File: src/rtl/riscv_pkg.sv
// Shared fetch-side constants and the prefetch entry type.
package riscv_pkg;

  localparam int XLEN        = 32;
  localparam int INSTR_BYTES = 4;

  localparam logic [XLEN-1:0] RESET_PC_DEFAULT = 32'h0000_0000;

  typedef struct packed {
    logic [XLEN-1:0] pc;
    logic [XLEN-1:0] instr;
  } fetch_entry_t;

endpackage

File: src/rtl/fetch_fifo.sv
// Prefetch FIFO: registered storage, head presented straight from the array.
// flush empties it; a pop in the flush cycle is still seen by the consumer.
module fetch_fifo
  import riscv_pkg::*;
#(
  parameter int           DEPTH     = 2,
  parameter fetch_entry_t RST_ENTRY = '0
) (
  input  logic                       clk,
  input  logic                       reset,
  input  logic                       flush,
  input  logic                       push,
  input  fetch_entry_t               push_data,
  input  logic                       pop,
  output fetch_entry_t               pop_data,
  output logic                       full,
  output logic                       empty,
  output logic [$clog2(DEPTH):0]     count
);

  localparam int AW = $clog2(DEPTH);

  fetch_entry_t  mem_q [DEPTH];
  logic [AW-1:0] wr_ptr_q;
  logic [AW-1:0] rd_ptr_q;
  logic [AW:0]   count_q;
  logic          do_push;
  logic          do_pop;

  assign empty    = (count_q == '0);
  assign full     = (count_q == (AW+1)'(DEPTH));
  assign count    = count_q;
  assign pop_data = mem_q[rd_ptr_q];

  // A push into a full FIFO is legal when the head leaves in the same cycle.
  assign do_pop  = pop && !empty;
  assign do_push = push && (!full || do_pop);

  always_ff @(posedge clk or posedge reset) begin
    if (reset) begin
      for (int i = 0; i < DEPTH; i++) begin
        mem_q[i] <= RST_ENTRY;
      end
      wr_ptr_q <= '0;
      rd_ptr_q <= '0;
      count_q  <= '0;
    end else if (flush) begin
      wr_ptr_q <= '0;
      rd_ptr_q <= '0;
      count_q  <= '0;
    end else begin
      if (do_push) begin
        mem_q[wr_ptr_q] <= push_data;
        wr_ptr_q        <= wr_ptr_q + AW'(1);
      end
      if (do_pop) begin
        rd_ptr_q <= rd_ptr_q + AW'(1);
      end
      case ({do_push, do_pop})
        2'b10:   count_q <= count_q + (AW+1)'(1);
        2'b01:   count_q <= count_q - (AW+1)'(1);
        default: count_q <= count_q;
      endcase
    end
  end

endmodule

File: src/rtl/instr_fetch_unit.sv
// Fetch stage: owns the fetch PC, issues credited word reads to imem and
// buffers returned words with their PC; redirect flushes and restarts fetch.
module instr_fetch_unit
  import riscv_pkg::*;
#(
  parameter logic [XLEN-1:0] RESET_PC   = RESET_PC_DEFAULT,
  parameter int              FIFO_DEPTH = 2
) (
  input  logic            clk,
  input  logic            reset,
  input  logic            redirect_valid,
  input  logic [XLEN-1:0] redirect_pc,
  output logic            imem_req,
  output logic [XLEN-1:0] imem_addr,
  input  logic            imem_gnt,
  input  logic            imem_rvalid,
  input  logic [XLEN-1:0] imem_rdata,
  output logic            instr_valid,
  output logic [XLEN-1:0] instr_code,
  output logic [XLEN-1:0] instr_pc,
  input  logic            instr_ready
);

  localparam int           CW        = $clog2(FIFO_DEPTH) + 1;
  localparam fetch_entry_t RST_ENTRY = fetch_entry_t'{pc: RESET_PC, instr: '0};

  logic [XLEN-1:0] fetch_pc_q, fetch_pc_d;
  logic [XLEN-1:0] rsp_pc_q, rsp_pc_d;
  logic [CW-1:0]   outstanding_q, outstanding_d;
  logic [CW-1:0]   discard_q, discard_d;

  logic [CW-1:0]   fifo_count;
  logic            fifo_full;
  logic            fifo_empty;
  logic            push;
  logic            pop;
  logic            grant;
  logic            credit_ok;
  fetch_entry_t    push_entry;
  fetch_entry_t    head_entry;
  logic            unused_bits;

  // In-flight plus buffered words never exceed the FIFO depth, so every
  // returned beat is guaranteed a slot.
  assign credit_ok  = ({1'b0, outstanding_q} + {1'b0, fifo_count}) < (CW+1)'(FIFO_DEPTH);
  assign imem_req   = !reset && !redirect_valid && credit_ok;
  assign imem_addr  = fetch_pc_q;
  assign grant      = imem_req && imem_gnt;

  assign push_entry = fetch_entry_t'{pc: rsp_pc_q, instr: imem_rdata};
  assign pop        = instr_valid && instr_ready;

  assign instr_valid = !fifo_empty;
  assign instr_code  = head_entry.instr;
  assign instr_pc    = head_entry.pc;

  assign unused_bits = ^{redirect_pc[1:0], fifo_full};

  always_comb begin
    fetch_pc_d    = fetch_pc_q;
    rsp_pc_d      = rsp_pc_q;
    outstanding_d = outstanding_q;
    discard_d     = discard_q;
    push          = 1'b0;
    if (redirect_valid) begin
      // No grant is possible here; whatever is still in flight gets dropped.
      fetch_pc_d    = {redirect_pc[XLEN-1:2], 2'b00};
      rsp_pc_d      = {redirect_pc[XLEN-1:2], 2'b00};
      outstanding_d = outstanding_q - CW'(imem_rvalid);
      discard_d     = outstanding_q - CW'(imem_rvalid);
    end else begin
      if (grant) begin
        fetch_pc_d = fetch_pc_q + XLEN'(INSTR_BYTES);
      end
      outstanding_d = outstanding_q + CW'(grant) - CW'(imem_rvalid);
      if (imem_rvalid) begin
        if (discard_q != '0) begin
          discard_d = discard_q - CW'(1);
        end else begin
          push     = 1'b1;
          rsp_pc_d = rsp_pc_q + XLEN'(INSTR_BYTES);
        end
      end
    end
  end

  always_ff @(posedge clk or posedge reset) begin
    if (reset) begin
      fetch_pc_q    <= RESET_PC;
      rsp_pc_q      <= RESET_PC;
      outstanding_q <= '0;
      discard_q     <= '0;
    end else begin
      fetch_pc_q    <= fetch_pc_d;
      rsp_pc_q      <= rsp_pc_d;
      outstanding_q <= outstanding_d;
      discard_q     <= discard_d;
    end
  end

  fetch_fifo #(
    .DEPTH     (FIFO_DEPTH),
    .RST_ENTRY (RST_ENTRY)
  ) u_fifo (
    .clk       (clk),
    .reset     (reset),
    .flush     (redirect_valid),
    .push      (push),
    .push_data (push_entry),
    .pop       (pop),
    .pop_data  (head_entry),
    .full      (fifo_full),
    .empty     (fifo_empty),
    .count     (fifo_count)
  );

endmodule

File: config.mk
export PLATFORM = sky130hd
export DESIGN_NAME = instr_fetch_unit
export DESIGN_NICKNAME = d
export VERILOG_FILES = /design/src/rtl/riscv_pkg.sv /design/src/rtl/fetch_fifo.sv /design/src/rtl/instr_fetch_unit.sv
export SDC_FILE = /design/constraint.sdc
export NUM_CORES = 1
export LEC_CHECK = 0
export CAP_MARGIN = 20
export CORE_UTILIZATION = 58
export DETAILED_ROUTE_END_ITERATION = 12
export HOLD_SLACK_MARGIN = 0.05
export PLACE_DENSITY = 0.87
export SYNTH_ARGS = -nofsm -noshare
export SYNTH_HDL_FRONTEND = slang
export SYNTH_SLANG_ARGS = --single-unit
File: constraint.sdc
create_clock -name clk -period 22 [get_ports clk]
set_input_delay 6.6 -clock clk [delete_from_list [all_inputs] [get_ports clk]]
set_output_delay 6.6 -clock clk [all_outputs]
set_load 0.1 [all_outputs]
After elaboration in Yosys (flattened, before gate mapping)
Cells that the tools add are included. Widths: inputs -> output; s select.

Register bits: 200. Input port bits: 70. Output and inout bits: 98. Word-level logic and storage cells: 80.

Add/sub/neg operators: 11. Order comparisons: 4. Equal/unequal tests: 4. Multiplexer cells: 24. Bitwise logic cells: 3. Reductions and logical operators: 23.

Operator list (number): $mux 64 (4); $mux 32 (5); $bwmux 128 (1); $add 32x3->32 const B (2); $demux 64 s1 (1); $reduce_bool 2->1 (6); $mux 2 (5); $logic_and 1x1->1 (7); $mux 1 (7); $reduce_and 2->1 (3); $eq 2x2->1 const B (2); $ge 2x2->1 const B (2); $logic_not 1->1 (4); $not 1->2 (2); $pmux 2 s2 (1); $sub 2x1->2 (2); $sub 2x1->2 const B (2); $add 2x2->3 (1); $lt 3x2->1 const B (1); $reduce_bool 3->1 (1); $add 1x1->1 const B (2); $add 2x1->2 (1); $add 2x1->2 const B (1); $eq 2x1->1 const B (1); other kinds (5) (5).

Depth between registers and ports, before layout
Depth in word-level cells: 9. Mapped depth: 11. Gate-level depth less buffers: 10.

Modules after synthesis
Synthesis repeated with hierarchy kept, for this count alone.

Cells, all modules: 780. Area, all modules: 9600.5 um^2.

By module, submodules not included: fetch_fifo (instances 1, cells an instance 366, area each 5918.2 um^2, sequential area each 3303.2 um^2); instr_fetch_unit (instances 1, cells an instance 414, area each 3682.3 um^2, sequential area each 1601.5 um^2).

Worst setup path after synthesis
OpenSTA, ideal clock, no wires.

Path type: input-to-output. Start point: in redirect_valid. End point: out imem_req. Arrival time: 10.122 ns. Data required time: 15.400 ns. Setup slack: 5.278 ns. Cell stages on the path: 4. Path buffers: 3. Cells stage by stage: clkbuf_1 -> clkbuf_1 -> buf_1 -> nor4_1.

Cells in the longest elaborated chain, start to end: 3.

RTL lines: start: declaration (RTL line instr_fetch_unit.sv:11) `input logic redirect_valid,`; $logic_not 1->1 (RTL line instr_fetch_unit.sv:46) `assign imem_req = !reset && !redirect_valid && credit_ok;`; $logic_and 1x1->1 (2 in series) (RTL line instr_fetch_unit.sv:46); end: declaration (RTL line instr_fetch_unit.sv:13) `output logic imem_req,`.

Every way passes these cells.

Worst setup path after layout
Start point: in reset. End point: out imem_req.

Cells in the longest elaborated chain, start to end: 3.

RTL lines: start: declaration (RTL line instr_fetch_unit.sv:10) `input logic reset,`; $logic_not 1->1 (no line); $logic_and 1x1->1 (2 in series) (RTL line instr_fetch_unit.sv:46).

Every way passes these cells.

==> metrics.md <==
| Metric | Value |
|---|---|
| Io pins | roughly 170 |
| RSZ-0062 raised after global routing | no |
| Initial core utilization | 59.9% |
| Diode count | 0 |
| Result of the run | completed |
| LEAKAGE | roughly 0.0048 µW |
| Max-slew violations | 0 |
| Distinct cell type count after synthesis | 56 |
| Mapped Cells | 819 |
| CTS buffer count | 17 |
| Clock transition at path regs | 0.06 ns |
| Max Clock Freq | 65.7 MHz |
| PD cells | roughly 160 nW/µm² |
| Sequential share of power | 29.9% |
| Detailed router's first-iteration violation count | 608 |
| Critical path required time | between 15 and 20 ns |
| Synth Area per Inst | 11.7 µm² |
| First-pass DRT Iterations | 5 |
| Synthesized cell area | 9620 µm² |
| Ys flop type | dfrtp_1 |
| CTS tree | yes |
| Min Hold Slack | 0.503 ns |
| Vias in the first global route | 7117 |
| Die Height | 131 µm |
| WL final | between 20 and 25 mm |
| Clock Skew | 0.00993 ns |
| Detail Placement HPWL | 15.6 mm |
| Total gr overflow | 0 |
| Largest net degree at the start of global routing | 105 |
| Postcts setup bufs | 0 |
| Fraction of layout cells with a size suffix above 1 | 25.9% |
| GP Congestion | 0.907 |
| Area leader, netlist | dfrtp_1 |
| Min-delay src | u_fifo.mem_q[27]$_DFFE_PP0P_ |
| Core area | 16100 µm² |
| Commonest cells in the netlist | mux2_2 (200), dfrtp_1 (192), clkbuf_1 (42) |
| Final setup vio count | 0 |
| Clk sink count | ~190 |
| Buffer levels on the longest clock path | 2 |
| First-pass GRT wire length | 37.1 mm |
| Total track usage | about 28% |
| Flops & latches, synth | 192 |
| Rel. slew slack | 31.0% |
| CTS Root Cell | clkbuf_16 |
| Tmin final | 15.21 ns |
| Final hold violation count | 0 |
| Sw Share | 49.0% |
| Fin nets | 1029 |
| Pint | 965 µW |
| # rows | 46 |
| # port buffers | 161 |
| Logic gate share of total power | 53.7% |
| Worst R2R Path Depth | 6 |
| Post-synthesis async set-or-reset flop share | 100% |
| Clock Latency Late Sink | roughly 0.44 ns |
| Hold_buf cts | 0 |
| H-tree levels | 4 |
| Area growth from synthesis to layout | 24.3% |
| Clock share of power | 16.4% |
| WHS Path Cells | 1 |
| Maximum fanout along the worst path | 4 |
| Critical Path AT | 8.61 ns |
| NetSw | 927 µW |
| Most frequent cell after synthesis | mux2_2 |
| CP Class | in2out |
| R2r setup slk | 18.68 ns |
| DR DRC count | 0 |
| Max-cap violations | 0 |
| Worst Max-Slew Pin Slew | 1.03 ns |
| Hold Path End | u_fifo.mem_q[27]$_DFFE_PP0P_ |
| Multi-input gate area | around 4600 µm² |
| Top cells by area, synth | dfrtp_1 (50%), mux2_2 (23%), clkbuf_1 (1.6%) |
| Chip Width | 131 µm |
| Reg2reg end | imem_addr[29]$_DFFE_PP0P_ |
| Total number of vias | approximately 7300 |
| Yosys top cell area share | 49.9% |
| Worst Hold Class | reg2reg |
| Crit start category | input port |
| Peak supply drop | around 150 µV |
| Number of vias per cell | between 6 and 7 |
| Register cell area after layout | 4810 µm² |
| CP Capture Type | primary output |
| Die footprint | 17100 µm² |
| Yosys Warn Count | 0 |
| TNS Setup | 0 ns |
| Final ANT Viol Nets | 0 |
| Seq/Total Area, Yosys | approximately half |
| Initial antenna violation count | 0 |
| Wire length per cell | 19.9 µm |
| EDFF count, synth | 0 |
| R2r startpoint | u_fifo.count[0]$_DFFE_PP0P_ |
| Resize count post-CTS | 0 |
| # fillers | ~1000 |
| Period utilization | between 60% and 70% |
layer usage:
| metal | vias to the layer above | track usage (%) | routed length (µm) |
|---|---|---|---|
| met2 | 319 | 47.0 | 11300 |
| met1 | 3652 | 36.6 | 9830 |
| met5 | - | 0 | 0 |
| li1 | 3324 | - | - |
| met4 | 0 | 9.74 | 436 |
| met3 | 44 | 7.21 | 1890 |
power by group through the flow:
stage	Clock [µW]	Combinational [µW]	Sequential, µW
3_3_place_gp	0	1000	560
6_report	310	1020	567
5_1_grt	327	1060	584
2_1_floorplan	0	783	586
4_1_cts	313	1020	565
3_5_place_dp	0	1020	569
registers in the layout (all words and copies together) (netlist names):
name and count:
u_fifo.wr_ptr_q 1, rsp_pc_q 30, outstanding_q 2, imem_addr 30
discard_q 2, u_fifo.rd_ptr_q 1, u_fifo.count 2, u_fifo.mem_q 124
through the flow:
| step | std cells | cell area, µm² | utilization [%] | setup slack [ns] | power (µW) |
|---|---|---|---|---|---|
| 6_report | 1181 | 12000 | 74.5 | 6.79 | 1890 |
| 5_1_grt | 1181 | 12000 | 74.5 | 6.76 | 1970 |
| 4_1_cts | 1180 | 11900 | 74.3 | 6.78 | 1900 |
| 3_5_place_dp | 1148 | 11300 | 70.6 | 6.78 | 1580 |
| 3_3_place_gp | 1148 | 11300 | 70.6 | 6.80 | 1560 |
| 2_1_floorplan | 822 | 9630 | - | 5.28 | 1370 |
cells by family after synthesis:
| family | Yosys count | synth area share (%) |
|---|---|---|
| DFF | 192 | 49.9 |
| AOI/OAI and AO/OA | 89 | 6.63 |
| adders and majority gates | 7 | 0.988 |
| other | 1 | 0.0390 |
| buffers and inverters | 68 | 2.90 |
| xor gates and xnor gates | 23 | 2.09 |
| and+or+nand+nor | 237 | 13.8 |
| muxes | 202 | 23.6 |
cells in the final DEF, fill, tap and decap left out, types with 2 or more instances in the layout:
cell type	n
nor4_1	20
nor3_1	13
bufinv_16	2
or4_1	9
o41a_1	2
nor2_1	37
nand2b_1	6
clkdlybuf4s50_1	160
o21ai_0	11
conb_1	4
and3_1	11
or3_1	8
a31oi_1	16
a21oi_1	10
clkinv_2	2
clkbuf_16	17
inv_6	2
nand4_1	23
mux2_2	200
xor2_1	7
ha_1	6
nand2_1	33
nand3_1	29
o31ai_1	10
dfrtp_1	191
a211oi_1	13
o31a_1	2
or3_2	2
and4_1	12
and2_1	7
a311oi_1	16
nor2b_1	15
clkbuf_8	2
buf_4	5
mux2i_1	2
xnor2_1	16
clkinv_4	3
inv_1	10
clkinvlp_4	4
worst max-delay path by stage:
| stage | start | to | slack [ns] |
|---|---|---|---|
| floorplan | redirect_valid | imem_req | 5.28 |
| global placement | reset | imem_req | 6.80 |
| detailed placement | reset | imem_req | 6.78 |
| CTS | reset | imem_req | 6.78 |
| global route | reset | imem_req | 6.76 |
| finish | reset | imem_req | 6.79 |
final cells by class:
cell class                 count  area share (%)
sequential                   192            40.2
multi-input combinational    562            38.2
timing repair buffer         167            14.0
clock buffer                  20            3.82
tap                          216            2.26
clock inverter                12            1.13
inverter                      12           0.419
critical path: stages:
cell	delay [ns]
clkdlybuf4s50_1	0.52
nor4_1	0.30
clkdlybuf4s50_1	1.18
No activity file was read; power rests on OpenSTA's default activity.
